`config.mk`:
```
export PLATFORM = sky130hd
export DESIGN_NAME = led_color_sequencer
export DESIGN_NICKNAME = d
export VERILOG_FILES = /design/src/rtl/led_color_sequencer.sv
export SDC_FILE = /design/constraint.sdc
export NUM_CORES = 1
export LEC_CHECK = 0
export ABC_AREA = 1
export BUFFER_PORTS_ARGS = -buffer_cell sky130_fd_sc_hd__buf_2
export CAP_MARGIN = 20
export CORE_MARGIN = 2
export CORE_UTILIZATION = 35
export DETAILED_ROUTE_END_ITERATION = 12
export HOLD_SLACK_MARGIN = 0.02
export PLACE_DENSITY = 0.56
export SLEW_MARGIN = 20
export SYNTH_ARGS = -nofsm -noshare
export SYNTH_HDL_FRONTEND = slang
export SYNTH_SLANG_ARGS = --single-unit
```
`constraint.sdc`:
```
create_clock -name clk -period 1.85 [get_ports clk]
set_input_delay 0.185 -clock clk [delete_from_list [all_inputs] [get_ports clk]]
set_output_delay 0.185 -clock clk [all_outputs]
set_load 0.01 [all_outputs]
```
`src/rtl/led_color_sequencer.sv`:
```
// ---------------------------------------------------------------------------
// led_color_sequencer
//
// Purpose:
//   Steps a packed colour code once per programmable interval and drives
//   NUM_LEDS red/blue LED pairs from 2-bit fields of that code. The sequence
//   can be started, paused, cleared, single-stepped and run up or down. A
//   one-cycle wrap pulse marks the edge on which the colour rolls over.
//
// Ports:
//   clk      in   1         system clock
//   rst      in   1         asynchronous reset, active-high
//   start    in   1         enter RUN from IDLE, or resume RUN from PAUSE
//   stop     in   1         RUN -> PAUSE
//   clear    in   1         any state -> IDLE, colour forced to 0
//   step     in   1         single advance from IDLE/PAUSE (lands in PAUSE)
//   dir      in   1         0 = count up, 1 = count down
//   color    out  CW        current colour code (CW = 2*NUM_LEDS)
//   red      out  NUM_LEDS  red[i]  = color[2i],   one cycle behind color
//   blue     out  NUM_LEDS  blue[i] = color[2i+1], one cycle behind color
//   running  out  1         high while the sequencer is in RUN
//   wrap     out  1         one-cycle pulse on the edge the colour wraps
// ---------------------------------------------------------------------------
module led_color_sequencer #(
    parameter longint CLK_HZ   = 125_000_000,
    parameter longint STEP_MS  = 60_000,
    parameter int     NUM_LEDS = 2
) (
    input  logic                clk,
    input  logic                rst,
    input  logic                start,
    input  logic                stop,
    input  logic                clear,
    input  logic                step,
    input  logic                dir,
    output logic [2*NUM_LEDS-1:0] color,
    output logic [NUM_LEDS-1:0] red,
    output logic [NUM_LEDS-1:0] blue,
    output logic                running,
    output logic                wrap
);

    localparam int     CW    = 2 * NUM_LEDS;
    // 64-bit product: the default clock and interval overflow 32 bits.
    localparam longint TICKS = (CLK_HZ / 1000) * STEP_MS;
    localparam int     PW    = (TICKS > 1) ? $clog2(TICKS) : 1;
    localparam logic [PW-1:0] LAST_TICK = PW'(TICKS - 1);

    typedef enum logic [1:0] {
        IDLE  = 2'd0,
        RUN   = 2'd1,
        PAUSE = 2'd2
    } state_t;

    state_t          state;
    logic [PW-1:0]   prescaler;
    logic [CW-1:0]   next_color;
    logic            wrap_hit;

    // The colour one advance away, and whether that advance rolls over.
    // Both follow dir as sampled on the advancing edge.
    assign next_color = dir ? (color - CW'(1)) : (color + CW'(1));
    assign wrap_hit   = dir ? (color == '0) : (color == {CW{1'b1}});

    // Single state machine: clear beats stop beats start beats step. The
    // prescaler only moves in RUN, so a pause keeps the phase of the interval
    // and resuming finishes the interval that was in progress. A stop or
    // clear on the terminal tick wins over the advance. The LED outputs
    // decode the registered colour, so they trail it by one cycle.
    always_ff @(posedge clk or posedge rst) begin
        if (rst) begin
            state     <= IDLE;
            prescaler <= '0;
            color     <= '0;
            red       <= '0;
            blue      <= '0;
            running   <= 1'b0;
            wrap      <= 1'b0;
        end else begin
            wrap <= 1'b0;
            for (int i = 0; i < NUM_LEDS; i++) begin
                red[i]  <= color[2*i];
                blue[i] <= color[2*i+1];
            end

            if (clear) begin
                state     <= IDLE;
                running   <= 1'b0;
                prescaler <= '0;
                color     <= '0;
            end else begin
                case (state)
                    RUN: begin
                        if (stop) begin
                            state   <= PAUSE;
                            running <= 1'b0;
                        end else if (prescaler == LAST_TICK) begin
                            prescaler <= '0;
                            color     <= next_color;
                            wrap      <= wrap_hit;
                        end else begin
                            prescaler <= prescaler + PW'(1);
                        end
                    end
                    default: begin
                        // IDLE and PAUSE: a stop here simply holds everything.
                        if (!stop) begin
                            if (start) begin
                                state   <= RUN;
                                running <= 1'b1;
                            end else if (step) begin
                                state <= PAUSE;
                                color <= next_color;
                                wrap  <= wrap_hit;
                            end
                        end
                    end
                endcase
            end
        end
    end

endmodule

```
==> metrics.md, run 1 <==
| Metric | Value |
|---|---|
| CTS tree | yes |
| Ys flop type | dfrtp_1 |
| Crit path kind | reg2reg |
| GRT Total Usage | 16.2% |
| First-pass GRT wire length | 11200 um |
| Post-CTS Setup Bufs | 0 |
| WL/cell | 12.3 um |
| IO buf count | 16 |
| Syn_area_per_cell | 7.25 um2 |
| Number of distinct library cells after synthesis | 32 |
| CP Capture Type | register |
| # nets final | 432 |
| Chip height | 94.3 um |
| Clk sinks | 45 |
| Max incr delay on CP | 400 ps |
| Share of the synthesized area in the top cell type | 39.4% |
| Setup_tns | 0 ps |
| #FFs+latches synth | 45 |
| Outcome | finished clean |
| # diodes | 0 |
| Startpoint types | register |
| Final Hold Violating Endpoints | 0 |
| Arrival time worst endpoint | 1900 ps |
| Post-Syn Area | 2860 um2 |
| Layout area overhead | 12.4% |
| Critical path required time | 2050 ps |
| Overflow after GRT | 0 |
| Worst Path Max Fanout | 16 |
| Htree depth | 2 |
| Dpl ws | 152 ps |
| Pin count of the biggest net entering global routing | 20 |
| Vias per cell | 4.73 |
| Slew headroom | 74.6% |
| Die area | 8900 um2 |
| Finished Cell Area | 3210 um2 |
| Final worst setup slack | 155 ps |
| Clock Path Buffers | 2 |
| RSZ-0062 raised after global routing | false |
| P per Cell Area | 692 nW/um2 |
| Worst hold path type | in2reg |
| Clock-pin slew on the worst setup and hold paths | 100 ps |
| Top Ports | 17 |
| Antenna Nets Post-Route | 0 |
| Slowest cell on crit path | dfrtp_1 |
| Clock Latency Late Sink | 310 ps |
| Final period util | 91.6% |
| Clock Skews | 12.6 ps |
| Row cnt | 32 |
| Die span in x | 94.3 um |
| Root buffer cell | clkbuf_8 |
| Area post-placement | 3080 um2 |
| Hpwl dp | 4980 um |
| Static Leak | 1.40 nW |
| Sequential area share after synthesis | 39.4% |
| Max Cap Violations | 0 |
| Vias in the first global route | 2324 |
| Top post-synthesis cells by area | dfrtp_1, nand2_1, nor2_1 |
| Layout cells sized above 1 | 16.1% |
| Crit path time final | 1700 ps |
| CORE AREA | 7810 um2 |
| Maximum clock rate | 590 MHz |
| Final setup viols | 0 |
| Pins Over Slew Limit | 0 |
| Initial core utilization | 36.6% |
| Ys Warns | 0 |
| Initial DRC count | 94 |
| Initial antenna violation count | 0 |
| Syn nets | 405 |
| Asr flop ratio synth | 100% |
| Vias post-DR | 2479 |
| Crit-path cells | ha_1 > inv_1 > nor2_4 > nand2_4 > nor2_4 > nand3_4 > nand2_4 > nand2_8 > clkinv_8 > nor2_1 |
| Post-Syn Instances | 394 |
| DRC viols | 0 |
| CTS buffer count | 5 |
| Routed WL | 6470 um |
| IR drop worst, VDD | 0.273 mV |
| Drt first pass iters | 4 |
| Placer congestion estimate | 0.834 |
| Slew of the pin with the lowest slew margin | 380 ps |
| Yosys top cell by area | dfrtp_1 |
| Post-synth EDFFs | 0 |
## per-layer routing
| layer | up-vias | global-route usage [%] | share of wire, % |
|---|---|---|---|
| met5 | - | 0 | 0 |
| met4 | 0 | 5.31 | 1.6 |
| met3 | 9 | 3.03 | 3.9 |
| met2 | 33 | 25.8 | 46 |
| met1 | 1150 | 22.4 | 48 |
| li1 | 1287 | - | - |
## final timing paths
| path | from | end | slack, ps | cells past startpoint |
|---|---|---|---|---|
| worst min register to register | color[2]$_DFFE_PP0P_ | red[1]$_DFF_PP0_ | 510 | 0 |
| worst min-delay path | start | running$_DFFE_PP0P_ | 180 | 3 |
| max in group asynchronous | rst | prescaler[30]$_DFFE_PP0P_ | 930 | 4 |
| worst max-delay path | prescaler[1]$_DFFE_PP0P_ | prescaler[13]$_DFFE_PP0P_ | 150 | 10 |
| worst max register to register | prescaler[1]$_DFFE_PP0P_ | prescaler[13]$_DFFE_PP0P_ | 150 | 10 |
| min in group asynchronous | rst | wrap$_DFF_PP0_ | 350 | 3 |
## worst max-delay path: cells and delay by family (launching register included)
kind	cells	cell delay [ps]
and+or+nand+nor	7	760
DFF	1	400
buffers and inverters	2	210
adders and majority gates	1	200
## sequential cells by signal (all words and copies together) (netlist names)
signal / count
running: 1
red: 2
color: 4
wrap: 1
prescaler: 33
state: 2
blue: 2
## cells in the mapped netlist, types with 5 or more instances
library cell and n:
nand4_1 13, xnor2_1 9, inv_1 41, nor2_2 12
nor2_4 5, nand2_2 7, xor2_1 7, nor3_1 9
nand3_1 25, nand2_1 100, o21ai_0 11, dfrtp_1 45
nor2_1 79
## per-stage QoR
stage / instances / hold WS (ps) / total power [mW] / utilization [%]
floorplan: 394 / 359 / 1.34 / -
global placement: 515 / 142 / 1.46 / 39.4
detailed placement: 515 / 148 / 1.47 / 39.4
CTS: 524 / 172 / 2.26 / 41.0
global route: 524 / 207 / 2.35 / 41.1
finish: 524 / 181 / 2.22 / 41.1
## layout make-up
cell class,count,area (um2)
Clock inverter,3,46.3
Fill cell,850,4600
Sequential cell,45,1130
Timing Repair Buffer,24,143
Clock buffer,5,68.8
Tap cell,102,128
Multi-Input combinational cell,300,1520
Inverter,45,181
## timing repair
item | 4_1_cts | 5_1_grt
endpoints found under the hold margin | 12 | 0
gates resized for setup | 0 | 2
endpoints found under the setup margin | 0 | 8
hold buffers | 1 | 0
## where the power goes
group | switching (mW) | internal (mW) | total (mW)
clock | 0.369 | 0.405 | 0.774
sequential | 0.0659 | 1.04 | 1.11
combinational | 0.211 | 0.128 | 0.338
total | 0.646 | 1.58 | 2.22
## layout by cell type, fill, tap and decap left out, drive strengths merged, types with 4 or more instances in the layout
cell type,netlist,final
a21oi,4,4
buf,4,23
clkbuf,0,5
dfrtp,45,45
inv,44,44
nand2,110,110
nand3,28,28
nand4,13,13
nor2,96,96
nor3,10,10
o21ai,13,13
xnor2,9,9
xor2,7,7
## kinds of logic after synthesis
| kind of cell | after synthesis | synth area share [%] |
|---|---|---|
| buffers and inverters | 49 | 7.67 |
| xor gates and xnor gates | 16 | 4.91 |
| adders and majority gates | 4 | 2.02 |
| DFF | 45 | 39.4 |
| and+or+nand+nor | 260 | 42.3 |
| AOI/OAI and AO/OA | 20 | 3.68 |
Power figures use the tool's default switching activity.
==> inputs of run 2 (changes only) <==
Settings changed: ABC_CLOCK_PERIOD_IN_PS from default to 1850, PLACE_DENSITY 0.56 to 0.48.
==> run 2 against run 1 <==
Net effect:
- combinational power is 3% higher
- critical endpoint unchanged
- highest routed layer unchanged
- power is 7.3% lower
- critical path type unchanged
- critical path depth stayed put
==> metrics.md, run 2 (synthesis results as in run 1) <==
| Metric | Value |
|---|---|
| Placed Cells incl. Taps | 513 (-0.39%) |
| Initial antenna violation count | 0 (unchanged) |
| Clock Path Buffers | 2 (unchanged) |
| Top Ports | 17 (unchanged) |
| Final Hold Violating Endpoints | 0 (unchanged) |
| Final period util | 90.5% (-1.1 points) |
| Final worst setup slack | 175 ps (+20.6 ps) |
| Fillers | 841 (-1.1%) |
| Most common cell after layout, fill and taps aside | nand2_1 |
| Static Leak | 1.40 nW (about the same) |
| Met2 GRT Util | 26.3% (+0.48 points) |
| Flop-to-flop setup slack | 180 ps (+20 ps) |
| RSZ-0062 raised after global routing | false |
| Startpoint types | register |
| Worst Path Max Fanout | 16 (unchanged) |
| IR drop worst, VDD | 0.325 mV (+19%) |
| Initial core utilization | 36.6% (unchanged) |
| P per Cell Area | 644 nW/um2 (-7.0%) |
| Row cnt | 32 (unchanged) |
| Root buffer cell | clkbuf_8 |
| Finished Cell Area | 3200 um2 (-0.39%) |
| Hpwl dp | 4980 um (about the same) |
| Global Route met1 Usage | 23.1% (+0.64 points) |
| Reg2reg path depth | 10 (unchanged) |
| Placer congestion estimate | 0.828 (-0.72%) |
| Antenna Nets Post-Route | 0 (unchanged) |
| DRC viols | 0 (unchanged) |
| WL/cell | 12.5 um (+1.4%) |
| Crit path from | prescaler[1]$_DFFE_PP0P_ |
| Final setup viols | 0 (unchanged) |
| CTS tree | yes |
| Drt first pass iters | 4 (unchanged) |
| Clock-pin slew on the worst setup and hold paths | 90 ps (about the same) |
| Most frequent cells in the layout | nand2_1, nor2_1, dfrtp_1, inv_1, nand3_1 |
| Reg with most FFs | prescaler |
| Overflow after GRT | 0 (unchanged) |
| Total chip power | 2.06 mW (-7.3%) |
| GRT met3 Usage | 2.63% (-0.40 points) |
| Area post-placement | 3090 um2 (+0.33%) |
| Slew of the pin with the lowest slew margin | 457 ps (+77.1 ps) |
| Clock Skews | 10.1 ps (-2.47 ps) |
| Die area | 8900 um2 (unchanged) |
| Vias post-DR | 2494 (+0.61%) |
| GRT Total Usage | 16.5% (+0.31 points) |
| Initial DRC count | 96 (+2.1%) |
| Crit path time final | 1670 ps (-20.6 ps) |
| Dpl ws | 134 ps (-17.3 ps) |
| Die span in x | 94.3 um (unchanged) |
| Outcome | finished clean |
| RR Endpoint | prescaler[13]$_DFFE_PP0P_ |
| Clock Latency Late Sink | 300 ps (about the same) |
| Chip height | 94.3 um (unchanged) |
| Slew headroom | 69.5% (-5.1 points) |
| Worst hold path type | in2reg |
| Pins Over Slew Limit | 0 (unchanged) |
| First-pass GRT wire length | 11500 um (+3.2%) |
| Arrival time worst endpoint | 1870 ps (-30 ps) |
| Vias in the first global route | 2446 (+5.2%) |
| Max reg flops | 33 (unchanged) |
| GRT Max-Usage Layer | met2 |
| # diodes | 0 (unchanged) |
| CORE AREA | 7810 um2 (unchanged) |
| Routed WL | 6560 um (+1.4%) |
| Pin count of the biggest net entering global routing | 27 (+35%) |
| Htree depth | 2 (unchanged) |
| CP Capture Point | prescaler[13]$_DFFE_PP0P_ |
| Largest regs | prescaler x33, color x4 |
| Critical path required time | 2040 ps (about the same) |
| Crit path kind | reg2reg |
| Maximum clock rate | 597 MHz (+1.2%) |
| Layout cells sized above 1 | 15.9% (-0.24 points) |
| FF-to-FF Start | prescaler[1]$_DFFE_PP0P_ |
| # nets final | 432 (unchanged) |
| CTS buffer count | 5 (unchanged) |
| CP Capture Type | register |
| Clk sinks | 45 (unchanged) |
| Vias per cell | 4.76 (+0.61%) |
| Max Cap Violations | 0 (unchanged) |
| Setup_tns | 0 ps (unchanged) |
| IO buf count | 16 (unchanged) |
| Layout area overhead | 12.0% |
| Post-route insts no fill | 524 (unchanged) |
[run 2: stage by stage]
step                      util (%)  hold WS, ps
after floorplan                  -          359
after global placement        39.6          231
after global routing          41.0          193
after detailed placement      39.6          229
final                         41.0          200
after CTS                     40.8          184
[run 2: final cells by class]
| class | instances | area [um2] | share of cell area (%) |
|---|---|---|---|
| Inverter | 45 | 181 | 5.67 |
| Sequential cell | 45 | 1130 | 35.2 |
| Tap cell | 102 | 128 | 3.99 |
| Timing Repair Buffer | 24 | 168 | 5.24 |
| Multi-Input combinational cell | 300 | 1510 | 47.3 |
| Clock buffer | 6 | 72.6 | 2.27 |
| Clock inverter | 2 | 10.0 | 0.313 |
[run 2: how the worst min path moves through the flow]
stage / cells past startpoint / end / slack [ps] / from
floorplan: 2 / running$_DFFE_PP0P_ / 360 / start
global placement: 2 / prescaler[2]$_DFFE_PP0P_ / 230 / rst
detailed placement: 2 / prescaler[2]$_DFFE_PP0P_ / 230 / rst
CTS: 3 / running$_DFFE_PP0P_ / 180 / start
global route: 3 / running$_DFFE_PP0P_ / 190 / start
finish: 3 / running$_DFFE_PP0P_ / 200 / start
[run 2: routing by layer]
metal / vias to the layer above / part of all wire, %
met4: 0 / 1.6
met1: 1154 / 51
li1: 1297 / -
met2: 33 / 45
met5: - / 0
met3: 10 / 2.7
[run 2: worst max-delay path: stages (launching register included)]
cell and delay (ps):
dfrtp_1 390, ha_1 200, inv_1 90, nor2_4 160, nand2_4 90, nor2_4 130, nand3_4 120, nand2_4 120
nand2_8 100, clkinv_8 130, nor2_1 60
[run 2: repair_timing]
action | CTS | global route
hold buffers | 1 | 0
resized for setup | 0 | 1
setup endpoints to repair | 0 | 22
endpoints found under the hold margin | 19 | 0
setup buffers | 0 | 2
[run 2: power by group]
| part | total, mW | internal [mW] | leakage (nW) | switching, mW |
|---|---|---|---|---|
| Sequential | 1.11 | 1.04 | 0.617 | 0.0645 |
| Clock | 0.603 | 0.263 | 0.0450 | 0.341 |
| Combinational | 0.347 | 0.134 | 0.737 | 0.213 |
